## src/rtl/net_pkg.sv

```systemverilog
// Shared network package: Q1.15 width, sequencer state encoding, layer sizes
// used by the network-level FSM, and an address-width helper.
package net_pkg;

  localparam int DATA_W     = 16;   // Q1.15
  localparam int L1_INPUTS  = 784;
  localparam int L1_NEURONS = 10;
  localparam int L1_TIMEOUT = 15;

  typedef enum logic [2:0] {
    IDLE, CLEAR, STREAM, DRAIN, WRITE, DONE
  } seq_state_t;

  // Address width that stays >= 1 bit for single-entry memories.
  function automatic int addr_w(input int depth);
    return (depth > 1) ? $clog2(depth) : 1;
  endfunction

endpackage

```

## src/rtl/layer_sequencer_if.sv

```systemverilog
// Control, memory-address, MAC and result-buffer signals of one layer
// sequencer. master = sequencer side, slave = network FSM / memories / MAC.
interface layer_sequencer_if import net_pkg::*; #(
  parameter int NUM_INPUTS  = L1_INPUTS,
  parameter int NUM_NEURONS = L1_NEURONS
);
  localparam int AW = addr_w(NUM_INPUTS);
  localparam int WW = addr_w(NUM_INPUTS * NUM_NEURONS);
  localparam int BW = addr_w(NUM_NEURONS);

  logic              start;
  logic              busy;
  logic              done;
  logic              err;
  logic [AW-1:0]     act_addr;
  logic [WW-1:0]     w_addr;
  logic [BW-1:0]     b_addr;
  logic              mac_rst;
  logic              mac_valid;
  logic [DATA_W-1:0] mac_out;
  logic              mac_out_valid;
  logic              res_we;
  logic [BW-1:0]     res_addr;
  logic [DATA_W-1:0] res_wdata;

  modport master (
    input  start, mac_out, mac_out_valid,
    output busy, done, err, act_addr, w_addr, b_addr,
           mac_rst, mac_valid, res_we, res_addr, res_wdata
  );

  modport slave (
    output start, mac_out, mac_out_valid,
    input  busy, done, err, act_addr, w_addr, b_addr,
           mac_rst, mac_valid, res_we, res_addr, res_wdata
  );

endinterface

```

## src/rtl/layer_addr_gen.sv

```systemverilog
// Input/neuron counters for the layer sequencer. The weight address is a
// running base (n*NUM_INPUTS, advanced by addition per neuron) plus i, so no
// multiplier is needed.
module layer_addr_gen import net_pkg::*; #(
  parameter int NUM_INPUTS  = L1_INPUTS,
  parameter int NUM_NEURONS = L1_NEURONS,
  localparam int AW = addr_w(NUM_INPUTS),
  localparam int WW = addr_w(NUM_INPUTS * NUM_NEURONS),
  localparam int BW = addr_w(NUM_NEURONS)
) (
  input  logic          clk,
  input  logic          rst_n,
  input  logic          clr,     // layer accepted: restart at neuron 0, input 0
  input  logic          step,    // one input issued this cycle
  input  logic          nxt_n,   // advance to next neuron
  output logic [AW-1:0] act_addr,
  output logic [WW-1:0] w_addr,
  output logic [BW-1:0] b_addr,
  output logic          last_i,
  output logic          last_n
);

  logic [AW-1:0] i;
  logic [BW-1:0] n;
  logic [WW-1:0] base;

  // Counters: i wraps to 0 after the last input so each neuron starts clean.
  always_ff @(posedge clk) begin
    if (!rst_n || clr) begin
      i    <= '0;
      n    <= '0;
      base <= '0;
    end else begin
      if (step) i <= last_i ? '0 : i + AW'(1);
      if (nxt_n) begin
        n    <= n + BW'(1);
        base <= base + WW'(NUM_INPUTS);
      end
    end
  end

  assign last_i   = (i == AW'(NUM_INPUTS - 1));
  assign last_n   = (n == BW'(NUM_NEURONS - 1));
  assign act_addr = i;
  assign b_addr   = n;
  assign w_addr   = base + WW'(i);

endmodule

```

## src/rtl/layer_sequencer.sv

```systemverilog
// Sequences one fully-connected layer through a shared MAC: per neuron it
// streams activations/weights (bias held on b_addr), waits for the MAC
// result with a timeout, and writes it to the result buffer at address n.
module layer_sequencer import net_pkg::*; #(
  parameter int NUM_INPUTS  = L1_INPUTS,
  parameter int NUM_NEURONS = L1_NEURONS,
  parameter int TIMEOUT     = L1_TIMEOUT
) (
  input  logic               clk,
  input  logic               rst_n,
  layer_sequencer_if.master  bus
);

  localparam int TW = addr_w(TIMEOUT);

  seq_state_t        state;
  logic              issue_q;
  logic [TW-1:0]     tmo;
  logic              busy_r, done_r, err_r, res_we_r;
  logic [DATA_W-1:0] res_wdata_r;
  logic              last_i, last_n;
  logic [addr_w(NUM_NEURONS)-1:0] n;

  layer_addr_gen #(
    .NUM_INPUTS  (NUM_INPUTS),
    .NUM_NEURONS (NUM_NEURONS)
  ) u_addr (
    .clk      (clk),
    .rst_n    (rst_n),
    .clr      (state == IDLE && bus.start),
    .step     (state == STREAM),
    .nxt_n    (state == WRITE && !last_n),
    .act_addr (bus.act_addr),
    .w_addr   (bus.w_addr),
    .b_addr   (n),
    .last_i   (last_i),
    .last_n   (last_n)
  );

  // Layer FSM with registered status/write strobes; issue_q aligns mac_valid
  // with the 1-cycle RAM read latency.
  always_ff @(posedge clk) begin
    if (!rst_n) begin
      state       <= IDLE;
      issue_q     <= 1'b0;
      tmo         <= '0;
      busy_r      <= 1'b0;
      done_r      <= 1'b0;
      err_r       <= 1'b0;
      res_we_r    <= 1'b0;
      res_wdata_r <= '0;
    end else begin
      issue_q  <= (state == STREAM);
      done_r   <= 1'b0;
      res_we_r <= 1'b0;
      case (state)
        IDLE: if (bus.start) begin
          state  <= CLEAR;
          busy_r <= 1'b1;
          err_r  <= 1'b0;
        end
        CLEAR: state <= STREAM;
        STREAM: if (last_i) begin
          state <= DRAIN;
          tmo   <= '0;
        end
        DRAIN: begin
          if (bus.mac_out_valid) begin
            res_wdata_r <= bus.mac_out;
            res_we_r    <= 1'b1;
            state       <= WRITE;
          end else if (tmo == TW'(TIMEOUT - 1)) begin
            err_r  <= 1'b1;
            done_r <= 1'b1;
            state  <= DONE;
          end else begin
            tmo <= tmo + TW'(1);
          end
        end
        WRITE: begin
          if (last_n) begin
            done_r <= 1'b1;
            state  <= DONE;
          end else begin
            state <= STREAM;
          end
        end
        DONE: begin
          busy_r <= 1'b0;
          state  <= IDLE;
        end
        default: state <= IDLE;
      endcase
    end
  end

  // The MAC is held clear whenever this block is in reset or in CLEAR.
  assign bus.mac_rst   = ~rst_n | (state == CLEAR);
  assign bus.mac_valid = issue_q;
  assign bus.busy      = busy_r;
  assign bus.done      = done_r;
  assign bus.err       = err_r;
  assign bus.b_addr    = n;
  assign bus.res_addr  = n;
  assign bus.res_we    = res_we_r;
  assign bus.res_wdata = res_wdata_r;

endmodule

```

## src/flat_wrapper.sv

```systemverilog
// flat-port wrapper written by rule: the top's interface ports become plain ports
module layer_sequencer_flat import net_pkg::*;
#(
  parameter int NUM_INPUTS  = L1_INPUTS,
  parameter int NUM_NEURONS = L1_NEURONS,
  parameter int TIMEOUT     = L1_TIMEOUT
)
  (clk, rst_n, bus_start, bus_mac_out, bus_mac_out_valid, bus_busy, bus_done, bus_err, bus_act_addr, bus_w_addr, bus_b_addr, bus_mac_rst, bus_mac_valid, bus_res_we, bus_res_addr, bus_res_wdata);
  layer_sequencer_if #(.NUM_INPUTS(NUM_INPUTS), .NUM_NEURONS(NUM_NEURONS)) bus_i ();
  input  logic clk;
  input  logic rst_n;
  input wire logic [$bits(bus_i.start)-1:0] bus_start;
  input wire logic [$bits(bus_i.mac_out)-1:0] bus_mac_out;
  input wire logic [$bits(bus_i.mac_out_valid)-1:0] bus_mac_out_valid;
  output wire logic [$bits(bus_i.busy)-1:0] bus_busy;
  output wire logic [$bits(bus_i.done)-1:0] bus_done;
  output wire logic [$bits(bus_i.err)-1:0] bus_err;
  output wire logic [$bits(bus_i.act_addr)-1:0] bus_act_addr;
  output wire logic [$bits(bus_i.w_addr)-1:0] bus_w_addr;
  output wire logic [$bits(bus_i.b_addr)-1:0] bus_b_addr;
  output wire logic [$bits(bus_i.mac_rst)-1:0] bus_mac_rst;
  output wire logic [$bits(bus_i.mac_valid)-1:0] bus_mac_valid;
  output wire logic [$bits(bus_i.res_we)-1:0] bus_res_we;
  output wire logic [$bits(bus_i.res_addr)-1:0] bus_res_addr;
  output wire logic [$bits(bus_i.res_wdata)-1:0] bus_res_wdata;
  assign bus_i.start = bus_start;
  assign bus_i.mac_out = bus_mac_out;
  assign bus_i.mac_out_valid = bus_mac_out_valid;
  assign bus_busy = bus_i.busy;
  assign bus_done = bus_i.done;
  assign bus_err = bus_i.err;
  assign bus_act_addr = bus_i.act_addr;
  assign bus_w_addr = bus_i.w_addr;
  assign bus_b_addr = bus_i.b_addr;
  assign bus_mac_rst = bus_i.mac_rst;
  assign bus_mac_valid = bus_i.mac_valid;
  assign bus_res_we = bus_i.res_we;
  assign bus_res_addr = bus_i.res_addr;
  assign bus_res_wdata = bus_i.res_wdata;
  layer_sequencer #(.NUM_INPUTS(NUM_INPUTS), .NUM_NEURONS(NUM_NEURONS), .TIMEOUT(TIMEOUT)) u_core (.clk(clk), .rst_n(rst_n), .bus(bus_i));
endmodule
```

## config.mk

```make
export PLATFORM = sky130hd
export DESIGN_NAME = layer_sequencer_flat
export DESIGN_NICKNAME = d
export VERILOG_FILES = /design/src/rtl/net_pkg.sv /design/src/rtl/layer_sequencer_if.sv /design/src/rtl/layer_addr_gen.sv /design/src/rtl/layer_sequencer.sv /design/src/flat_wrapper.sv
export SDC_FILE = /design/constraint.sdc
export NUM_CORES = 1
export LEC_CHECK = 0
export CAP_MARGIN = 0
export CORE_AREA = 2 2 99 101
export CTS_CLUSTER_SIZE = 40
export DETAILED_ROUTE_END_ITERATION = 10
export DIE_AREA = 0 0 101 103
export PLACE_DENSITY = 0.58
export SETUP_SLACK_MARGIN = 0.02
export SLEW_MARGIN = 10
export SYNTH_ARGS = -nofsm -noshare
export SYNTH_HDL_FRONTEND = slang
export SYNTH_HIERARCHICAL = 1
export SYNTH_SLANG_ARGS = --single-unit
```

## constraint.sdc

```tcl
create_clock -name clk -period 6.2 [get_ports clk]
set_input_delay 1.86 -clock clk [delete_from_list [all_inputs] [get_ports clk]]
set_output_delay 1.86 -clock clk [all_outputs]
set_load 0.02 [all_outputs]
```

==> results.tsv <==
stage	metric	value	unit
synth	post-synthesis register bit count	51	
cts	post_cts resized	0	
setup_path	class of the most critical setup path	in -> out	
setup_path	largest delay contributor family on the critical path	buffers and inverters	
setup_path	Slowest cell on crit path	clkdlybuf4s50_1	
finish	final cell area excluding filler cells	3561	um2
pwr	maximum resistive drop on vdd	92.11	uV
timing	setup violators final	0	
hold_path	class of the most critical hold timing path	reg -> reg	
drt	# DRC	0	
finish	Layout Area Growth over Synthesis	29.31	%
placed_design	post-placement cell count	487	
synth	Top FF cell, synth	dfxtp_1	
timing	Worst Max-Slew Pin Slew	802.1	ps
synth	Synth async-reset ratio	0	%
grt	antenna violations before repair	0	
cts	hold bufs inserted after CTS	0	
setup_path	crit-path most repeated cell	clkdlybuf4s50_1	
synth	fraction of the yosys area taken by sequential cells	37.07	%
finish	footprint of the multi-input gates	1548	um2
floorplan	area inside the core boundary	9459	um2
pwr	Pleak	1.247	nW
floorplan	starting density of the core	29.11	%
timing	Max Clock Skew	3.842	ps
grt	GRT Resource Usage Total	12.43	%
finish	Reg area	1021	um2
finish	layout cells sized above 1	4.222	%
setup_path	Worst setup SP type	input pin	
floorplan	boundary pin count	73	
grt	pin count of the biggest net entering global routing	35	
cts	clock tree from TritonCTS	yes	
timing	clock period minus worst slack	4932	ps
finish	fillcell total	998	
setup_path	nature of the critical path endpoint	primary output	
cts	clock slew at reported path FFs	80	ps
timing	endpoints failing hold	0	
cts	buffer count from post-CTS setup fixing	0	
cts	buffer cell driving the clock tree root	clkbuf_8	
placed_design	dpl hpwl	4452	um
placed_design	Routability Congestion	0.7718	
timing	Max-Slew Margin vs Limit	46.52	%
cts	maximum clock insertion buffer count	2	
run	number of max-cap violations	0	
synth	Synth Cell Area	2754	um2
drt	routed vias/inst	4.734	
floorplan	die outline width	101	um
cts	number of buffers created by CTS	5	
setup_path	CP Buf/Inv Count	2	
synth	number of nets in the synthesized netlist	355	
synth	Post-synth EDFFs	0	
floorplan	Row Count	36	
finish	layout net count	413	
timing	Min Hold Slack	454.5	ps
synth	Synth cell types	52	
floorplan	die area	10400	um2
cts	number of sinks handled by clock tree synthesis	51	
timing	highest achievable clock rate	202.8	MHz
timing	Post-Route Setup TNS	0	ps
drt	DRC violation total after the first TritonRoute iteration	81	
cts	insertion delay of the later-clocked pin in the worst-skew pair	300	ps
setup_path	critical path cell sequence	clkdlybuf4s50_1 > o21ai_0 > clkdlybuf4s50_1	
grt	vias in the first global route	2205	
drt	post-DR wirelength/cell	12.74	um
drt	total number of vias	2334	
synth	Mapped Avg Cell Area	8.552	um2
synth	Syn. warnings	6	
setup_path	Max FO, Critical Path	2	
finish	Finished Layout Cells	493	
pwr	total power density per cell area	180.5	nW/um2
placed_design	placed cell area	3488	um2
drt	number of nets with antenna violations after detailed routing	0	
setup_path	required time of the critical path	4340	ps
drt	Detailed Routing Iterations Pass 1	4	
finish	Antenna Cells	0	
setup_path	signal arrival time at the worst endpoint	3070	ps
timing	portion of the clock cycle consumed by the worst path in the final layout	79.55	%
grt	global-route wire length before repair	10340	um
synth	Mapped Cells	322	
setup_path	Crit path largest cell delay	650	ps
drt	final wirelength	6279	um
placed_design	count of input and output buffers	72	
grt	total overflow reported by the global router	0	
floorplan	vertical die dimension	103	um
timing	unrepaired setup endpoints after global routing	false	
status	outcome	finished clean	
cts	CTS H-tree lvls	2	
timing	max-slew violations	0	
[power breakdown]
part	internal (mW)	switching, mW	leakage, nW	total (mW)
clock	0.0755	0.0990	0.0371	0.174
sequential	0.339	0.0207	0.412	0.359
combinational	0.0541	0.0547	0.798	0.109
total	0.468	0.174	1.25	0.643
[cell usage in the layout, fill, tap and decap left out, drive strengths merged, types with 6 or more instances in the layout]
master / instances
o21ai: 7
clkbuf: 6
a21boi: 18
nor2: 27
nor3: 6
nand4: 6
inv: 11
clkdlybuf4s50: 72
nand3: 10
a21oi: 16
xor2: 9
nand2b: 7
dfxtp: 51
nand2: 50
ha: 12
xnor2: 11
[synth_stat cells (4+ instances only)]
master     n  area (um2)
xor2_1     9       78.83
inv_1     11       41.29
nor2b_1    4       25.02
a21oi_1   16       80.08
nand3b_1   4       30.03
nand2b_1   7       43.79
nor3_1     6       30.03
dfxtp_1   51        1021
buf_4     13       97.59
xnor2_1   11       96.34
nor3b_1    5       37.54
nand3_1   10       50.05
clkbuf_1   8       30.03
nor2_1    27       101.4
ha_1      12       150.1
nand4_1    6       37.54
o21ai_0    7       35.03
nand2_1   50       187.7
a21boi_1   9       67.56
a21boi_0   9       67.56
[layer usage]
layer	share of wire, %	GRT usage (%)	vias up
met3	5.8	3.051	4
met1	48	15.58	1053
li1	-	-	1212
met2	45	21.08	65
met4	0.84	4.054	0
met5	0	0	-
[worst reg2reg max path, stage by stage, from the launching register on]
cell and delay (ps):
dfxtp_1 420, inv_1 70, ha_1 170, and3b_1 210, nor4b_4 660, inv_1 170, a211o_1 320, xor2_1 140
nor2_1 50
[final timing paths]
kind	startpoint	to	slack, ps	cells after the start
worst max register to register	u_core/u_addr/b_addr[1]$_SDFFE_PP0P_	u_core/u_addr/base[12]$_SDFFE_PP0P_	3850	8
worst max-delay path	rst_n	bus_mac_rst	1270	3
worst min register to register	u_core/bus.res_wdata[15]$_SDFFE_PN0P_	u_core/bus.res_wdata[15]$_SDFFE_PN0P_	450	2
worst min-delay path	u_core/bus.res_wdata[15]$_SDFFE_PN0P_	u_core/bus.res_wdata[15]$_SDFFE_PN0P_	450	2
[area by class of cell]
cell class | instances | area share, %
clock buffers | 6 | 2.038
inverters | 11 | 1.160
multi-input cells | 237 | 43.46
flip-flops and latches | 51 | 28.67
well taps | 114 | 4.006
repair buffers | 74 | 20.66
[flip-flops by register name, indices dropped and copies added, names as in the netlist]
name,count
u_core/bus.mac_valid,1
u_core/bus.res_we,1
u_core/bus.res_wdata,16
u_core/u_addr/b_addr,4
u_core/bus.done,1
u_core/bus.busy,1
u_core/u_addr/act_addr,10
u_core/state,3
u_core/bus.err,1
u_core/tmo,4
u_core/u_addr/base,9
[stage by stage]
stage	total power, mW	setup slack (ps)	util, %
floorplan	0.4366	1958	-
detailed placement	0.4775	1234	36.88
global placement	0.4765	1243	36.88
finish	0.6427	1268	37.65
CTS	0.6580	1235	37.65
global route	0.6817	1215	37.65
[kinds of logic after synthesis]
kind of cell	synth area share, %
fa+ha+maj	6.179
simple gates	28.03
buf+inv	6.724
compound gates	14.90
mux	0.7270
flops	37.07
xor+xnor	6.361
Note: power is estimated with default switching activity, not from simulation.
==> RTL edit 1 (config.mk and constraints unchanged) <==
Set the package constant `DATA_W` to 24 (it was 16).
--- a/src/rtl/net_pkg.sv
+++ b/src/rtl/net_pkg.sv
@@ -2,7 +2,7 @@
 // used by the network-level FSM, and an address-width helper.
 package net_pkg;
 
-  localparam int DATA_W     = 16;   // Q1.15
+  localparam int DATA_W     = 24;   // Q1.15
   localparam int L1_INPUTS  = 784;
   localparam int L1_NEURONS = 10;
   localparam int L1_TIMEOUT = 15;
Interface: changed (resized bus_mac_out and bus_res_wdata); port bits go from 73 to 89. The function was not compared with the original's and may differ.
==> RTL edit 1 against the unedited design <==
Synthesized area increased by 8.6%; fmax up 0.90%; wire length rose by 14%; total power rose by 31%; largest cell class unchanged; via count up 13%; cell count is 13% higher; combinational power is 12% lower; sequential power up 12%; sequential cell count grew 8; cell area up 15%; count of clock-buffer cells in the layout rose by 7; register-to-register slack better by 0.17 ns; setup slack improved by 0.044 ns; largest power group unchanged.
==> RTL edit 1: results <==
{
  "seq_area_frac_synth_pct": 39.50,
  "grt_usage_pct": 14.34,
  "layout.nets": 478,
  "fill_cells": 963,
  "synth_area_per_cell_um2": 8.284,
  "layout.cells.non_filler": 555,
  "drt-met1-wl_um": 3509,
  "placed_cells": 540,
  "met2_length_um": 3130,
  "drive_above_1_share_pct": 4.308,
  "p_leak_nw": 1.419,
  "netlist_top_cells_area": "dfxtp_1, nand2_1, a21boi_0",
  "synth_compound_area_share_pct": 16.65,
  "status": "finished, final reports clean",
  "synth_common_cells": "nand2_1, dfxtp_1, nor2_1, a21boi_0, a21oi_1",
  "routabilityCongestion": 0.7721,
  "dpl_cell_area_um2": 3896,
  "clkTransAtPathRegs_ns": 0.06,
  "skew_ns": 0.008908,
  "netSwitchingFraction_pct": 23.82,
  "largest_reg_flops": 24,
  "gr-usage-met3_pct": 3.797,
  "portBuffers": 88,
  "regToRegEndpoint": "u_core/u_addr/act_addr[8]$_SDFFE_PP0P_",
  "max_clock_freq_mhz": 204.6,
  "grtUsageMet1_pct": 19.11,
  "cp_data_arrival_time_ns": 3.03,
  "r2r_setup_slack_ns": 4.02,
  "vias": 2641,
  "dp_hpwl_um": 5021,
  "ir_drop_v": 0.0001060,
  "place_ws_ns": 1.293,
  "synthAdderAreaFrac_pct": 5.690,
  "r2r_start": "u_core/state[1]$_SDFFE_PN0P_",
  "r2r_cells": 5,
  "synth_cell_types": 48,
  "cts_made_buffers": 9,
  "synth_nets": 402,
  "grt_pass1_wl_um": 11960,
  "met2_usage_pct": 22.72,
  "drt-initial-drc-count": 71,
  "tightest_slew_ns": 0.9835,
  "yosys.area_share.xor_xnor_pct": 5.858,
  "routedWlPerCell_um": 12.90,
  "h-tree-depth": 3
}
-- RTL edit 1: area by class of cell --
| cell class | instances | area, µm² | area share [%] |
|---|---|---|---|
| Sequential cell | 59 | 1181 | 28.88 |
| Timing Repair Buffer | 90 | 895.9 | 21.90 |
| Inverter | 13 | 48.80 | 1.193 |
| Tap cell | 114 | 142.6 | 3.487 |
| Multi-Input combinational cell | 264 | 1628 | 39.80 |
| Clock inverter | 2 | 35.03 | 0.8565 |
| Clock buffer | 13 | 158.9 | 3.885 |
-- RTL edit 1: how the worst min path moves through the flow --
stage | to | cells after the start | slack (ns) | from
final | u_core/bus.res_wdata[12]$_SDFFE_PN0P_ | 2 | 0.46 | u_core/bus.res_wdata[12]$_SDFFE_PN0P_
after global routing | u_core/bus.res_wdata[16]$_SDFFE_PN0P_ | 2 | 0.48 | u_core/bus.res_wdata[16]$_SDFFE_PN0P_
after CTS | u_core/bus.res_wdata[3]$_SDFFE_PN0P_ | 2 | 0.46 | u_core/bus.res_wdata[3]$_SDFFE_PN0P_
after detailed placement | u_core/bus.res_wdata[12]$_SDFFE_PN0P_ | 2 | 0.46 | u_core/bus.res_wdata[12]$_SDFFE_PN0P_
after global placement | u_core/bus.res_wdata[4]$_SDFFE_PN0P_ | 2 | 0.45 | u_core/bus.res_wdata[4]$_SDFFE_PN0P_
after floorplan | u_core/tmo[3]$_SDFFE_PN0P_ | 2 | 0.45 | u_core/tmo[3]$_SDFFE_PN0P_
-- RTL edit 1: power groups by stage --
stage | Combinational, mW | Sequential, mW | Clock (mW)
2_1_floorplan | 0.0573 | 0.409 | 0
3_3_place_gp | 0.0969 | 0.410 | 0
3_5_place_dp | 0.0973 | 0.410 | 0
4_1_cts | 0.0978 | 0.402 | 0.360
5_1_grt | 0.107 | 0.404 | 0.377
6_report | 0.0963 | 0.402 | 0.344
==> RTL edit 2 (same flow settings) <==
Made on the original files. The 6 states of `seq_state_t` get a one-hot encoding in 6 bits.
--- a/src/rtl/net_pkg.sv
+++ b/src/rtl/net_pkg.sv
@@ -7,8 +7,8 @@
   localparam int L1_NEURONS = 10;
   localparam int L1_TIMEOUT = 15;
 
-  typedef enum logic [2:0] {
-    IDLE, CLEAR, STREAM, DRAIN, WRITE, DONE
+  typedef enum logic [5:0] {
+    IDLE = 6'b000001, CLEAR = 6'b000010, STREAM = 6'b000100, DRAIN = 6'b001000, WRITE = 6'b010000, DONE = 6'b100000
   } seq_state_t;
 
   // Address width that stays >= 1 bit for single-entry memories.
Behaviour: no difference found for any inputs over 10 cycles, from zero or initial values and one cycle with rst_n low; not proved beyond that.
==> RTL edit 2 against the unedited design <==
Wire length rose by 0.25%; via count rose by 6.3%; setup slack got worse by 0.086 ns; die area did not move; sequential cell count rose by 3; cell area rose by 0.70%; synthesized cell count rose by 4.0%; synthesized area fell by 0.32%; cell count rose by 3.0%; worst hold slack improved by 0.0030 ns.
Power is not compared: it rests on default switching activity, and its combinational part moved more than twofold at a synthesized area within 25%.
==> RTL edit 2: results <==
{
  "routabilityCongestion": 0.7875,
  "muxShareOfSynthArea_pct": 0.3646,
  "status": "finished, final reports clean",
  "place_ws_ns": 1.177,
  "r2r_start": "u_core/state[5]$_SDFFE_PN0P_",
  "critPathMaxFanout": 8,
  "viasPerCell": 4.882,
  "routedWlPerCell_um": 12.39,
  "gr-usage-met3_pct": 5.424,
  "layout.cells.non_filler": 508,
  "postLayoutCoreUtil_pct": 37.91,
  "seq_area_frac_synth_pct": 39.38,
  "netlist_top_cells_area": "dfxtp_1, nand2_1, a21oi_1",
  "finalCritPeriodShare_pct": 80.93,
  "dpl_cell_area_um2": 3507,
  "layout.nets": 427,
  "grtUsageMet1_pct": 15.34,
  "synth_nets": 368,
  "synth_common_cells": "dfxtp_1, nand2_1, a21oi_1, nor2_1, nand3_1",
  "yosys.area_share.xor_xnor_pct": 6.381,
  "regToRegEndpoint": "u_core/u_addr/act_addr[8]$_SDFFE_PP0P_",
  "whs_endpoint": "u_core/bus.res_wdata[2]$_SDFFE_PN0P_",
  "tightest_slew_ns": 0.7727,
  "cp_data_arrival_time_ns": 3.16,
  "placed_cells": 501,
  "synth_cell_types": 47,
  "grt_pass1_wl_um": 10740,
  "drt-initial-drc-count": 63,
  "r2r_cells": 6,
  "r2r_setup_slack_ns": 3.83,
  "fill_cells": 999,
  "skew_ns": 0.007573,
  "drive_above_1_share_pct": 3.553,
  "grt_max_degree": 25,
  "synthAdderAreaFrac_pct": 6.199,
  "synth_compound_area_share_pct": 13.31
}
-- RTL edit 2: cell count changes in the layout (fill, tap and decap cells not counted), moves of 5 or more --
cell	change
a21boi_0	-8
a21boi_1	-9
a21oi_1	+17
inv_1	+5
nand3_1	+7
nor2_1	+6
-- RTL edit 2: how the worst max path moves through the flow --
stage / end / cells after the start / slack, ns
CTS: bus_mac_rst / 3 / 1.17
floorplan: bus_mac_rst / 1 / 2.34
detailed placement: bus_mac_rst / 3 / 1.18
global route: bus_mac_rst / 3 / 1.11
global placement: bus_mac_rst / 3 / 1.20
finish: bus_mac_rst / 3 / 1.18
-- RTL edit 2: routing by layer --
layer	routed length, µm	up-vias
li1	-	1271
met1	2894	1134
met2	2772	73
met3	599	2
met4	27	0
met5	0	-
-- RTL edit 2: cell type report --
| class | instances | area share, % |
|---|---|---|
| timing repair buffer | 73 | 20.31 |
| tap | 114 | 3.978 |
| sequential | 54 | 30.15 |
| clock inverter | 2 | 0.2791 |
| multi-input combinational | 244 | 41.70 |
| inverter | 16 | 1.675 |
| clock buffer | 5 | 1.919 |
-- RTL edit 2: cell families (layout without fill, tap and decap cells) --
group	after synthesis	after routing
muxes	1	1
adders and majority gates	13	13
and+or+nand+nor	148	148
buffers and inverters	37	96
xor gates and xnor gates	20	20
DFF	54	54
AOI/OAI and AO/OA	62	62
-- RTL edit 2: critical path: stages --
cell and delay [ns]:
clkdlybuf4s50_1 0.56, nand2_1 0.13, clkdlybuf4s50_1 0.61
-- RTL edit 2: report_power, final --
part	leakage (nW)	internal (mW)	total, mW	switching, mW
clock network	0.0438	0.0763	0.188	0.111
logic	0.731	0.0199	0.0414	0.0215
registers	0.436	0.349	0.354	0.00452
total	1.21	0.445	0.583	0.137
